`src/rtl/kernel_2mm_call_pkg.sv`:
```
// rtl/kernel_2mm_call_pkg.sv - shared widths, FSM state and timestamp entry for the kernel_2mm call driver
package kernel_2mm_call_pkg;
  localparam int SCALAR_W = 32;
  localparam int PTR_W    = 64;
  localparam int SEQ_W    = 8;
  localparam int STAMP_W  = 32;

  typedef enum logic [0:0] {
    IDLE = 1'b0,
    CALL = 1'b1
  } state_t;

  typedef struct packed {
    logic [STAMP_W-1:0] ts;
    logic [SEQ_W-1:0]   seq;
  } ts_entry_t;
endpackage

```
`src/rtl/hls_ts_fifo.sv`:
```
// rtl/hls_ts_fifo.sv - register FIFO of call timestamps; head is combinational, push and pop may coincide
module hls_ts_fifo
  import kernel_2mm_call_pkg::*;
#(
  parameter int DEPTH = 4
) (
  input  logic      clock,
  input  logic      reset,
  input  logic      push,
  input  ts_entry_t push_data,
  input  logic      pop,
  output ts_entry_t pop_data
);
  localparam int AW = (DEPTH > 1) ? $clog2(DEPTH) : 1;

  ts_entry_t     mem [DEPTH];
  logic [AW-1:0] wr_ptr;
  logic [AW-1:0] rd_ptr;

  // explicit wrap keeps DEPTH=1 legal with a 1-bit pointer
  function automatic logic [AW-1:0] next_ptr(input logic [AW-1:0] p);
    return (p == AW'(DEPTH - 1)) ? '0 : p + 1'b1;
  endfunction

  assign pop_data = mem[rd_ptr];

  always_ff @(posedge clock) begin
    if (reset) begin
      wr_ptr <= '0;
      rd_ptr <= '0;
      for (int i = 0; i < DEPTH; i++) mem[i] <= '0;
    end else begin
      if (push) begin
        mem[wr_ptr] <= push_data;
        wr_ptr      <= next_ptr(wr_ptr);
      end
      if (pop) rd_ptr <= next_ptr(rd_ptr);
    end
  end
endmodule

```
`src/rtl/kernel_2mm_call_driver.sv`:
```
// rtl/kernel_2mm_call_driver.sv - caller-side driver of the kernel_2mm call/return interface
module kernel_2mm_call_driver
  import kernel_2mm_call_pkg::*;
#(
  parameter int MAX_OUTSTANDING = 4,
  parameter int TS_W            = 32
) (
  input  logic                             clock,
  input  logic                             reset,
  input  logic                             cmd_valid,
  output logic                             cmd_ready,
  input  logic [SCALAR_W-1:0]              cmd_alpha,
  input  logic [SCALAR_W-1:0]              cmd_beta,
  input  logic [PTR_W-1:0]                 cmd_a,
  input  logic [PTR_W-1:0]                 cmd_b,
  input  logic [PTR_W-1:0]                 cmd_c,
  input  logic [PTR_W-1:0]                 cmd_d,
  output logic                             rsp_valid,
  input  logic                             rsp_ready,
  output logic [SEQ_W-1:0]                 rsp_seq,
  output logic [TS_W-1:0]                  rsp_latency,
  output logic                             k_start,
  input  logic                             k_busy,
  output logic [SCALAR_W-1:0]              k_alpha,
  output logic [SCALAR_W-1:0]              k_beta,
  output logic [PTR_W-1:0]                 k_A,
  output logic [PTR_W-1:0]                 k_B,
  output logic [PTR_W-1:0]                 k_C,
  output logic [PTR_W-1:0]                 k_D,
  input  logic                             k_done,
  output logic                             k_stall,
  output logic                             idle,
  output logic [$clog2(MAX_OUTSTANDING):0] outstanding,
  output logic                             err_spurious
);
  localparam int OW = $clog2(MAX_OUTSTANDING) + 1;

  state_t           state;
  logic [SEQ_W-1:0] seq;
  logic [TS_W-1:0]  ts_now;
  ts_entry_t        push_entry;
  ts_entry_t        head;
  logic             cmd_fire;
  logic             call_acc;
  logic             ret_acc;
  logic             pop;

  assign k_start   = (state == CALL);
  assign cmd_ready = ~reset & (state == IDLE) & (outstanding < OW'(MAX_OUTSTANDING));
  assign cmd_fire  = cmd_valid & cmd_ready;
  assign call_acc  = k_start & ~k_busy;
  assign k_stall   = rsp_valid & ~rsp_ready;
  assign ret_acc   = k_done & ~k_stall;
  // a return with nothing in flight is swallowed and flagged instead of popping
  assign pop       = ret_acc & (outstanding != '0);
  assign idle      = (state == IDLE) & (outstanding == '0) & ~rsp_valid;

  always_comb begin
    push_entry     = '0;
    push_entry.ts  = STAMP_W'(ts_now);
    push_entry.seq = seq;
  end

  hls_ts_fifo #(.DEPTH(MAX_OUTSTANDING)) u_ts_fifo (
    .clock     (clock),
    .reset     (reset),
    .push      (call_acc),
    .push_data (push_entry),
    .pop       (pop),
    .pop_data  (head)
  );

  always_ff @(posedge clock) begin
    if (reset) begin
      state        <= IDLE;
      seq          <= '0;
      ts_now       <= '0;
      outstanding  <= '0;
      k_alpha      <= '0;
      k_beta       <= '0;
      k_A          <= '0;
      k_B          <= '0;
      k_C          <= '0;
      k_D          <= '0;
      rsp_valid    <= 1'b0;
      rsp_seq      <= '0;
      rsp_latency  <= '0;
      err_spurious <= 1'b0;
    end else begin
      ts_now <= ts_now + 1'b1;

      if (cmd_fire) begin
        k_alpha <= cmd_alpha;
        k_beta  <= cmd_beta;
        k_A     <= cmd_a;
        k_B     <= cmd_b;
        k_C     <= cmd_c;
        k_D     <= cmd_d;
        state   <= CALL;
      end else if (call_acc) begin
        state <= IDLE;
      end

      if (call_acc) seq <= seq + 1'b1;

      if (call_acc & ~pop)      outstanding <= outstanding + 1'b1;
      else if (pop & ~call_acc) outstanding <= outstanding - 1'b1;

      // a new return may land in the same cycle the previous response is taken
      if (pop) begin
        rsp_valid   <= 1'b1;
        rsp_seq     <= head.seq;
        rsp_latency <= ts_now - head.ts[TS_W-1:0];
      end else if (rsp_ready) begin
        rsp_valid <= 1'b0;
      end

      if (ret_acc & ~pop) err_spurious <= 1'b1;
    end
  end
endmodule

```
`config.mk`:
```
export PLATFORM = sky130hd
export DESIGN_NAME = kernel_2mm_call_driver
export DESIGN_NICKNAME = d
export VERILOG_FILES = /design/src/rtl/kernel_2mm_call_pkg.sv /design/src/rtl/hls_ts_fifo.sv /design/src/rtl/kernel_2mm_call_driver.sv
export SDC_FILE = /design/constraint.sdc
export NUM_CORES = 1
export LEC_CHECK = 0
export CAP_MARGIN = 5
export CORE_UTILIZATION = 30
export CTS_BUF_LIST = sky130_fd_sc_hd__clkbuf_4
export DETAILED_ROUTE_END_ITERATION = 8
export DONT_BUFFER_PORTS = 1
export PLACE_DENSITY = 0.49
export SYNTH_ARGS = -nofsm -noshare
export SYNTH_HDL_FRONTEND = slang
export SYNTH_SLANG_ARGS = --single-unit
```
`constraint.sdc`:
```
create_clock -name clock -period 11 [get_ports clock]
set_input_delay 1.1 -clock clock [delete_from_list [all_inputs] [get_ports clock]]
set_output_delay 1.1 -clock clock [all_outputs]
set_load 0.05 [all_outputs]
```
Word-level counts from Yosys, hierarchy flattened
Memory sizes are Yosys's and may differ from the RTL's. A register that Yosys moved wholly into a read port is not among the register bits.
Index checks and enable logic that the tools add are counted.
- flip-flop bits (word level): 410
- memory bits (writable): 160
- input bits: 326
- output and inout bits: 369
- logic and storage cells: 71
- memories kept: 1
- memory list (name ; depth ; bits a word ; read ports ; clocked after memory_dff ; write ports ; line ; text):
    u_ts_fifo.mem ; 4 ; 40 ; 1 ; 1 ; 4 ; hls_ts_fifo.sv:16 ; ts_entry_t mem [DEPTH];
- $add $sub $neg: 7
- order comparisons: 1
- equality and inequality tests: 2
- muxes and demuxes: 18
- bitwise operators: 20
- reduce and logical (&&, ||, !) cells: 6
- operator list (cell ; number):
    $mux 40 ; 1
    $reduce_or 40->1 ; 1
    $add 32x1->32 const B ; 1
    $sub 32x32->32 ; 1
    $and 1x1->1 ; 12
    $mux 1 ; 10
    $mux 2 ; 5
    $add 8x1->8 const B ; 1
    $not 1->1 ; 8
    $mux 3 ; 2
    $reduce_bool 2->1 ; 3
    $add 2x1->2 const B ; 2
    $eq 2x2->1 const B ; 2
    $add 3x1->3 const B ; 1
    $logic_not 3->1 ; 1
    $lt 3x3->1 const B ; 1
    $reduce_bool 3->1 ; 1
    $sub 3x1->3 const B ; 1

Longest topological paths before layout
- word-level depth: 8
- depth in mapped cells: 13

By module
A second synthesis with hierarchy kept.
- cell total of the unflattened synthesis: 2446
- area, all modules: 23107.2 um^2
- modules (own cells, without submodules) (module ; times used ; cells each ; area an instance (um^2)):
    kernel_2mm_call_driver ; 1 ; 2029 ; 15896.5
    hls_ts_fifo ; 1 ; 417 ; 7210.7

Worst setup path after synthesis
No wires, ideal clock.
- path type: input-to-reg
- start: input k_busy
- end: memory u_ts_fifo.mem[3][0] in the netlist's numbering (enable)
- library setup time: 493 ps
- data arrival time: 4199 ps
- required time: 10507 ps
- setup slack: 6308 ps
- cell stages on the path: 2
- path through: nand2b_1 o21ai_0
- RTL lines (item ; line ; text):
    start, declared ; kernel_2mm_call_driver.sv:23 ; input logic k_busy,
    end, declared ; hls_ts_fifo.sv:16 ;

Worst setup path in the final report
- start: input reset
- end: register k_A[46]
- longest elaborated chain between the ends: 4
- RTL lines (item ; line ; text):
    start, declared ; kernel_2mm_call_driver.sv:9 ; input logic reset,
    $not 1->1 ; kernel_2mm_call_driver.sv:49 ; assign cmd_ready = ~reset & (state == IDLE) & (outstanding < OW'(MAX_OUTSTANDING));
    $and 1x1->1 (2 in series) ; kernel_2mm_call_driver.sv:49 ;
    $and 1x1->1 ; kernel_2mm_call_driver.sv:50 ; assign cmd_fire = cmd_valid & cmd_ready;
    end signal, assigned ; kernel_2mm_call_driver.sv:95 ; k_A <= cmd_a;
    end, declared ; kernel_2mm_call_driver.sv:26 ; output logic [PTR_W-1:0] k_A,
Several ways; a longest one is shown, not always the timed one.
A chain may end at the register's enable or synchronous reset.

==> results.md <==
* Cell area after synthesis at 23300 sq um
* Least-Margin Pin Slew at 2.15 ns
* All-Layer GR Usage at 0.230
* Vias in the first global route at 17900
* Busiest grt layer: met2
* Final Cycle Share at 0.381
* Pwr dens at 236 nW/um^2
* Hold buffers post-CTS at 0
* Clock Sinks at 572
* GR Overflow Total at 0
* Post-DP Area at 24100 sq um
* Place WS at 6.88 ns
* Post-synth EDFFs at 160
* Crit path required time at 11.89 ns
* Placer Congestion at 0.960
* Met3 Usage GRT at 0.102
* Final net count at 2884
* Failing checks: slew limit
* Startpoint Class: primary input
* Setup bufs post-CTS at 0
* DR WL/cell at 25.5 microns
* Largest net degree at the start of global routing at 399
* Bufs on Longest Clock Path at 3
* I/O Buffers at 0
* GR Util met1 at 0.289
* CTS tree: yes
* Row Count at 101
* Slew Viols, Final at 222
* Distinct cells, synth at 71
* Syn. warnings at 0
* # placed instances at 3381
* Final Hold Fails at 0
* Final Non-Filler Cells at 3694
* Outcome: finished with violations
* Core Area at 76300 sq um
* Synthesized flop and latch total at 572
* Root Driver: clkbuf_4
* Share of cells above drive strength 1 at 0.138
* Post-Synthesis Cells at 2497
* Clock Latency Late Sink at 0.98 ns
* Ports at 695
* LEAKAGE at 9.71 nW
* Setup TNS Final at 0 ns
* Post-layout instance area at 26300 sq um
* Highest Clock Rate at 0.238 GHz
* H-tree depth at 4
* Starting Density at 0.305
* CTS buffer count at 164
* RSZ-0062 raised after global routing: false
* Final worst slack at 6.81 ns
* Slew headroom at -0.432
* Setup violators final at 0
* Power Total at 6.21 mW
* First-pass GRT wire length at 129 mm
* Die H at 281 microns
* Final min period at 4.19 ns
* HPWL after DPL at 68.6 mm
* Dominant synthesized flop cell: dfxtp_1
* Net Count, Synth at 2864
* Drt pass-1 iters at 5
* Antenna-violating nets left at 0
* Max FO, Critical Path at 398
* Worst Skew at 0.0673 ns
* DRC viols at 0
* P&R area growth vs syn at 13.0%
* Vias per std cell at 5.07
* Hold slack at 0.195 ns
* Max-cap violations at 0
* Chip Width at 281 microns
* Async SR Flop Fraction at 0
* Reg clk slew, reported paths at 0.07 ns
* Die ar. at 78700 sq um
* M2 GR Usage at 0.343
* Cts repair resizes at 0
* Setup crit end kind: flip-flop
* Vias at 18700
* Peak supply drop at 0.119 mV
* Final Util at 0.344
* Seq/Total Area, Yosys at 0.561
* Drt total wl at 94.3 mm
* Hold Crit Class: in -> reg
* Initial antenna violation count at 25
* Avg Cell Area, Syn at 9.32 sq um
* WS Path Type: in -> reg
* CP arrival at 5.08 ns
* DRT iter0 DRCs at 1552
sequential cells by signal, indices dropped and copies added (netlist names), named ones only:
| name | cells |
|---|---|
| k_B | 64 |
| k_beta | 32 |
| rsp_seq | 8 |
| seq | 8 |
| outstanding | 3 |
| u_ts_fifo.rd_ptr | 2 |
| k_A | 64 |
| ts_now | 32 |
| rsp_valid | 1 |
| k_alpha | 32 |
| u_ts_fifo.mem | 160 |
| k_D | 64 |
| rsp_latency | 32 |
| k_C | 64 |
| k_start | 1 |
| u_ts_fifo.wr_ptr | 2 |
| err_spurious | 1 |
power by group:
part           switching (mW)  leakage [nW]  internal (mW)
combinational           0.669          3.45          0.336
sequential              0.818          5.00           2.37
clock                   0.978          1.26           1.04
total                    2.47          9.71           3.75
worst max-delay path, cell delays in order:
cell,delay (ns)
nor3_2,0.45
buf_4,0.20
and2_4,0.56
buf_4,0.67
buf_4,0.85
nand2_1,0.15
a21oi_1,0.19
cell type report:
type	instances	area [sq um]
antenna	16	40.0
clock buffer	247	1850
clock inverter	50	282
fill	8063	50000
inverter	44	165
multi-input combinational	1711	9430
sequential	572	13100
tap	1030	1290
timing repair buffer	24	184
cells in the mapped netlist (4+ instances only):
cell / number / share of area
a211oi_1: 6 / 0.0019
a21o_1: 4 / 0.0013
a21oi_1: 386 / 0.083
and2_1: 117 / 0.031
and3_1: 46 / 0.012
and3_2: 5 / 0.0016
buf_2: 19 / 0.0041
clkbuf_1: 146 / 0.024
dfxtp_1: 412 / 0.35
edfxtp_1: 160 / 0.21
ha_1: 39 / 0.021
inv_1: 43 / 0.0069
mux2i_1: 5 / 0.0022
mux4_2: 40 / 0.039
nand2_1: 737 / 0.12
nand2b_1: 7 / 0.0019
nand3_1: 24 / 0.0052
nand4_1: 16 / 0.0043
nor2_1: 71 / 0.011
nor2b_1: 4 / 0.0011
nor3_1: 17 / 0.0037
nor4_1: 5 / 0.0013
o211ai_1: 6 / 0.0019
o21a_1: 10 / 0.0032
o21ai_0: 41 / 0.0088
o31ai_1: 4 / 0.0013
or3_1: 7 / 0.0019
xnor2_1: 19 / 0.0071
xor2_1: 33 / 0.012
routing by layer:
metal / routed length (microns) / vias to the layer above
met4: 2890 / 10
li1: - / 8610
met2: 42300 / 883
met1: 38200 / 9054
met5: 56 / -
met3: 10800 / 179
final timing paths:
check	startpoint	to	slack, ns	cells past startpoint
max reg2reg	flip-flop	rsp_latency[30]	7.02	11
max	reset	k_A[46]	6.81	7
min reg2reg	u_ts_fifo.rd_ptr[1]	u_ts_fifo.rd_ptr[1]	0.48	2
min	cmd_beta[18]	k_beta[18]	0.20	2
cell usage in the layout, fill, tap and decap left out, types with 40 or more instances in the layout:
| cell type | count |
|---|---|
| nand2_1 | 736 |
| dfxtp_1 | 411 |
| a21oi_1 | 386 |
| clkbuf_4 | 247 |
| edfxtp_1 | 160 |
| and2_1 | 116 |
| nor2_1 | 71 |
| and3_1 | 46 |
| inv_1 | 42 |
| mux4_2 | 40 |
| o21ai_0 | 40 |
logic make-up after synthesis:
group / count (synthesis) / synth area share
buffers and inverters: 214 / 0.0362
AOI/OAI and AO/OA: 492 / 0.114
muxes: 46 / 0.0413
adders and majority gates: 41 / 0.0227
DFF: 572 / 0.561
xor gates and xnor gates: 52 / 0.0196
and+or+nand+nor: 1080 / 0.205
Note: power is estimated with default switching activity, not from simulation.
